File: src/rtl/luffa_host_master.sv
// luffa_host_master: host-side initiator that streams 256-bit blocks into the Luffa port and fetches the digest.
module luffa_host_master #(
  parameter int TIMEOUT = 1023
) (
  input  logic         clk,
  input  logic         rst_n,
  input  logic         clr,
  input  logic         blk_valid,
  output logic         blk_ready,
  input  logic [255:0] blk_data,
  input  logic         blk_last,
  output logic         dig_valid,
  input  logic         dig_ready,
  output logic [255:0] dig_data,
  output logic         err,
  output logic         init,
  output logic         load,
  output logic         fetch,
  output logic [15:0]  idata,
  input  logic         ack,
  input  logic [15:0]  odata
);
  localparam int CW = $clog2(TIMEOUT + 1);
  typedef enum logic [3:0] {IDLE, INIT, LOAD, WAIT_ACK, NEXT, FETCH, FETCH_WAIT, DONE, ERR} state_t;
  state_t state_q, state_d;
  logic [255:0] shreg_q, shreg_d, dig_q, dig_d;
  logic [3:0] wcnt_q, wcnt_d;
  logic [CW-1:0] tcnt_q, tcnt_d;
  logic last_q, last_d, err_q, err_d;
  logic init_q, init_d, load_q, load_d, fetch_q, fetch_d;
  logic [15:0] idata_q, idata_d;
  logic tmo;
  assign blk_ready = state_q == IDLE || state_q == NEXT;
  assign dig_valid = state_q == DONE;
  assign dig_data = dig_q;
  assign err = err_q;
  assign init = init_q;
  assign load = load_q;
  assign fetch = fetch_q;
  assign idata = idata_q;
  assign tmo = !ack && tcnt_q == CW'(TIMEOUT - 1);
  always_comb begin
    state_d = state_q;
    shreg_d = shreg_q;
    dig_d = dig_q;
    wcnt_d = wcnt_q;
    tcnt_d = tcnt_q;
    last_d = last_q;
    err_d = err_q;
    case (state_q)
      IDLE, NEXT: if (blk_valid) begin
        shreg_d = blk_data;
        last_d = blk_last;
        state_d = state_q == IDLE ? INIT : LOAD;
      end
      INIT: state_d = LOAD;
      LOAD: begin
        shreg_d = {shreg_q[239:0], 16'h0};
        wcnt_d = wcnt_q + 4'd1;
        if (wcnt_q == 4'd15) begin
          state_d = WAIT_ACK;
          tcnt_d = '0;
        end
      end
      WAIT_ACK: begin
        state_d = ack ? (last_q ? FETCH : NEXT) : tmo ? ERR : WAIT_ACK;
        err_d = err_q | tmo;
        tcnt_d = tcnt_q + CW'(1);
      end
      FETCH: begin
        state_d = FETCH_WAIT;
        tcnt_d = '0;
      end
      FETCH_WAIT: begin
        state_d = ack ? (wcnt_q == 4'd15 ? DONE : FETCH) : tmo ? ERR : FETCH_WAIT;
        err_d = err_q | tmo;
        tcnt_d = tcnt_q + CW'(1);
        if (ack) begin
          dig_d = {dig_q[239:0], odata};
          wcnt_d = wcnt_q + 4'd1;
        end
      end
      DONE: if (dig_ready) state_d = IDLE;
      default: ;
    endcase
    if (clr) begin
      state_d = IDLE;
      err_d = 1'b0;
      wcnt_d = '0;
      tcnt_d = '0;
    end
    // Strobes follow the next state so they line up with the state they belong to.
    init_d = state_d == INIT;
    load_d = state_d == LOAD;
    fetch_d = state_d == FETCH;
    idata_d = load_d ? shreg_d[255:240] : 16'h0;
  end
  always_ff @(posedge clk or negedge rst_n) begin
    if (!rst_n) begin
      state_q <= IDLE;
      shreg_q <= '0;
      dig_q <= '0;
      wcnt_q <= '0;
      tcnt_q <= '0;
      last_q <= 1'b0;
      err_q <= 1'b0;
      init_q <= 1'b0;
      load_q <= 1'b0;
      fetch_q <= 1'b0;
      idata_q <= '0;
    end else begin
      state_q <= state_d;
      shreg_q <= shreg_d;
      dig_q <= dig_d;
      wcnt_q <= wcnt_d;
      tcnt_q <= tcnt_d;
      last_q <= last_d;
      err_q <= err_d;
      init_q <= init_d;
      load_q <= load_d;
      fetch_q <= fetch_d;
      idata_q <= idata_d;
    end
  end
endmodule

File: config.mk
export PLATFORM = sky130hd
export DESIGN_NAME = luffa_host_master
export DESIGN_NICKNAME = d
export VERILOG_FILES = /design/src/rtl/luffa_host_master.sv
export SDC_FILE = /design/constraint.sdc
export NUM_CORES = 1
export LEC_CHECK = 0
export CAP_MARGIN = 15
export CELL_PAD_IN_SITES_DETAIL_PLACEMENT = 1
export CELL_PAD_IN_SITES_GLOBAL_PLACEMENT = 2
export CORE_MARGIN = 2
export CORE_UTILIZATION = 32
export CTS_CLUSTER_SIZE = 8
export DETAILED_ROUTE_END_ITERATION = 12
export HOLD_SLACK_MARGIN = 0.02
export PLACE_DENSITY = 0.94
export RECOVER_POWER = 100
export SLEW_MARGIN = 25
export SYNTH_ARGS = -nofsm -noshare
export SYNTH_HDL_FRONTEND = slang
export SYNTH_SLANG_ARGS = --single-unit
File: constraint.sdc
create_clock -name clk -period 3.5 [get_ports clk]
set_input_delay 0.875 -clock clk [delete_from_list [all_inputs] [get_ports clk]]
set_output_delay 0.875 -clock clk [all_outputs]
set_load 0.05 [all_outputs]
==> qor_table.md <==
| Result | Reported |
|:---|:---|
| # nets final | 3169 |
| Vertical extent of the die | 266.4 um |
| Startpoint type of the worst setup path | flip-flop |
| Crit Reg-Reg Startpoint | state_q[1] |
| End of the worst register-to-register path | dig_data[131] |
| Routed wire length per instance | 20.56 um |
| Share of the synthesized area in the top cell type | 62.56% |
| GR Util All Layers | 21.94% |
| Synth-to-layout area growth | 39.48% |
| Post-synthesis area per instance | 9.411 um2 |
| Initial Util | 32.25% |
| Core box area | 68350 um2 |
| Worst clock skew | 0.03369 ns |
| I/O pin count | 557 |
| Total Die Area | 70990 um2 |
| GPL Wtd Cong | 0.8887 |
| Die X | 266.4 um |
| Vias after detailed routing | 19.00k |
| Critical hold path startpoint | dig_data[247] |
| Slowest Stage Delay on Critical Path | 0.91 ns |
| Wire length of the first global-routing pass | 121300 um |
| Pin count of the biggest net entering global routing | 126 |
| Dominant synthesized flop cell | dfrtp_1 |
| Min Tclk post-route | 3.226 ns |
| Largest driver fanout on the critical path | 15 |
| Async S/R FF share, synth | 100.0% |
| Number of DRC markers in iteration 0 | 1193 |
| Sequential cell fraction of total power | 46.2% |
| Gate count after technology mapping | 2342 |
| Top cells by area in the synthesized netlist | dfrtp_1, nand2_1, a22oi_1 |
| Achievable Freq | 0.3100 GHz |
| EDFF count, synth | 0 |
| Sink of the worst hold path | dig_data[247] |
| Leakage power figure | 0.01618 uW |
| Number of cell instances on the worst register-to-register path | 5 |
| Class of the tightest hold or removal check | flip-flop to flip-flop |
| Endpoint arrival time on the critical path | 2.35 ns |
| Remaining antenna violation count after routing | 0 |
| Num rows | 96 |
| Clock root buffer master | clkbuf_16 |
| Yosys synthesis warning count | 0 |
| Portion of the clock cycle consumed by the worst path in the final layout | 92.16% |
| Design internal power | 12270 uW |
| Leading area contributor after synthesis | dfrtp_1 |
| Final Setup Violations | 0 |
| Final wirelength | 78160 um |
| Maximum VDD drop | 0.0003790 V |
| Register area share after synthesis | 62.56% |
| Status | complete, but fails checks |
| Layout cells sized above 1 | 5.009% |
| Detailed-routing iteration count for the pre-antenna-repair pass | 5 |
| Maximum buffer depth of the clock tree | 3 |
| Number of I/O port buffers | 556 |
| Cell count after placement | 3688 |
| Clock network fraction of design power | 40.6% |
| Final hold vios | 0 |
| Initial antenna violation count | 27 |
| Worst setup startpoint | state_q[1] |
| H-tree lvl count | 3 |
| Post-Layout Cell Count | 3802 |
| Most common cell in the netlist | nand2_1 |
| WP data required | 2.62 ns |
| Fillcell total | 7686 |
| Violations in the final reports | max-capacitance violations, max-slew violations |
| Worst relative slew slack | -48.34% |
| Pins over their slew limit | 97 |
| DRC violation count after routing | 0 |
| Clock transition at the registers of the reported paths | 0.05 ns |
| Number of CTS-inserted buffers | 79 |
| Slew @ Worst Pin | 2.225 ns |
| Unrepaired setup endpoints after global routing | false |
| Flip-flop and latch count after synthesis | 551 |
| Setup slack of the worst register-to-register path | 0.40 ns |
| Per-cell via count in the routed design | 4.998 |
| Vias in the first global route | 20.67k |
| Switching power of the nets | 4700 uW |
| Number of sinks driven by the clock tree | 551 |
| Sum of overflow across all layers after global routing | 0 |
| CTS tree | done |
| Setup tns final | 0 ns |
| Commonest cells post-synth | nand2_1, dfrtp_1, a22oi_1 |
| Distinct cell type count after synthesis | 49 |
| Ratio of total power to cell area | 552.1 nW/um2 |
| Sw Ratio | 27.69% |
| CTS Hold Bufs | 0 |
| Insertion delay of the later-clocked pin in the worst-skew pair | 0.62 ns |
| Syn Std Cell Area | 22040 um2 |
| Min-Delay Path Depth | 2 |
| Ordered list of cells on the worst path | nor3_1 -> dlygate4sd3_1 |
| MaxCap Viol Count | 2 |
| Critical path type | flip-flop to output pin |
| Power share of the combinational group | 13.2% |
| CP endpoint kind | output pin |
| Synthesized Nets | 2624 |
| Max stage delay cell, worst path | dlygate4sd3_1 |
| DPL Wire Length | 55840 um |
-- cells by family after synthesis --
| logic type | synth area share (%) |
|---|---|
| AO/OA/AOI/OAI | 10.76 |
| XOR/XNOR | 0.1589 |
| multiplexers | 0.05109 |
| AND/OR/NAND/NOR | 23.36 |
| flip-flops | 62.56 |
| buffers and inverters | 2.946 |
| adder cells (fa/ha/maj) | 0.1703 |
-- flip-flops by register name, indices dropped and copies added (netlist names) --
name and flops:
dig_data 256, err 1, fetch 1, idata 16, init 1, last_q 1
load 1, shreg_q 256, state_q 4, tcnt_q 10, wcnt_q 4
-- repair_timing --
item / CTS / global route
buffers inserted: 0 / 0
gates resized for setup: 1 / 0
setup endpoints to repair: 1 / 0
-- critical path, delay by kind of cell, from the launching register on --
family	cells	cell delay [ns]
buffers and inverters	1	0.91
flip-flops	1	0.55
AND/OR/NAND/NOR	1	0.29
-- final cells by class --
| class | count | area, um2 | share of cell area [%] |
|---|---|---|---|
| sequential | 551 | 13790 | 44.85 |
| tap | 882 | 1104 | 3.590 |
| clock buffer | 82 | 2008 | 6.532 |
| clock inverter | 7 | 122.6 | 0.3989 |
| inverter | 5 | 18.77 | 0.06105 |
| antenna | 25 | 62.56 | 0.2035 |
| timing repair buffer | 613 | 6078 | 19.77 |
| multi-input combinational | 1637 | 7560 | 24.59 |
-- power groups by stage --
stage	sequential [uW]	clock (uW)	combinational (uW)
floorplan	7760	0	1240
CTS	7830	7080	2310
finish	7840	6900	2240
global route	7930	7340	2520
global placement	7870	0	2180
detailed placement	7910	0	2290
-- per-stage QoR --
stage / total power (uW) / hold WS (ns) / instance area (um2) / worst slack (ns) / utilization, %
2_1_floorplan: 8994 / 0.4451 / 22040 / 0.8558 / -
3_3_place_gp: 10050 / 0.4553 / 28800 / 0.4808 / 42.14
4_1_cts: 17220 / 0.2698 / 30930 / 0.2671 / 45.25
3_5_place_dp: 10200 / 0.4628 / 28800 / 0.2828 / 42.14
6_report: 16970 / 0.4660 / 30740 / 0.2743 / 44.98
5_1_grt: 17790 / 0.4924 / 30740 / 0.07651 / 44.97
-- worst max path at each step --
stage | endpoint | slack [ns] | cells after the start
5_1_grt | shreg_q[167] | 0.08 | 2
4_1_cts | blk_ready | 0.27 | 2
3_3_place_gp | idata[3] | 0.48 | 7
2_1_floorplan | dig_valid | 0.86 | 3
3_5_place_dp | idata[0] | 0.28 | 5
6_report | blk_ready | 0.27 | 2
-- layer usage --
layer / part of all wire [%] / global-route usage [%] / vias to the layer above / wire length (um)
li1: - / - / 8762 / -
met1: 41 / 27.38 / 9522 / 31990
met2: 48 / 35.55 / 541 / 37830
met3: 6.0 / 5.240 / 168 / 4726
met4: 4.5 / 11.08 / 10 / 3545
met5: 0.090 / 0 / - / 70
-- placed cells by master (no fill, tap or decap), drive strengths merged, types with 17 or more instances in the layout --
cell type / instances
clkbuf: 110
clkdlybuf4s50: 275
dfrtp: 551
a22oi: 224
diode: 25
nand2: 1244
a22o: 32
nor3: 18
dlygate4sd3: 279
a21o: 17
buf: 30
Note: power is estimated with default switching activity, not from simulation.
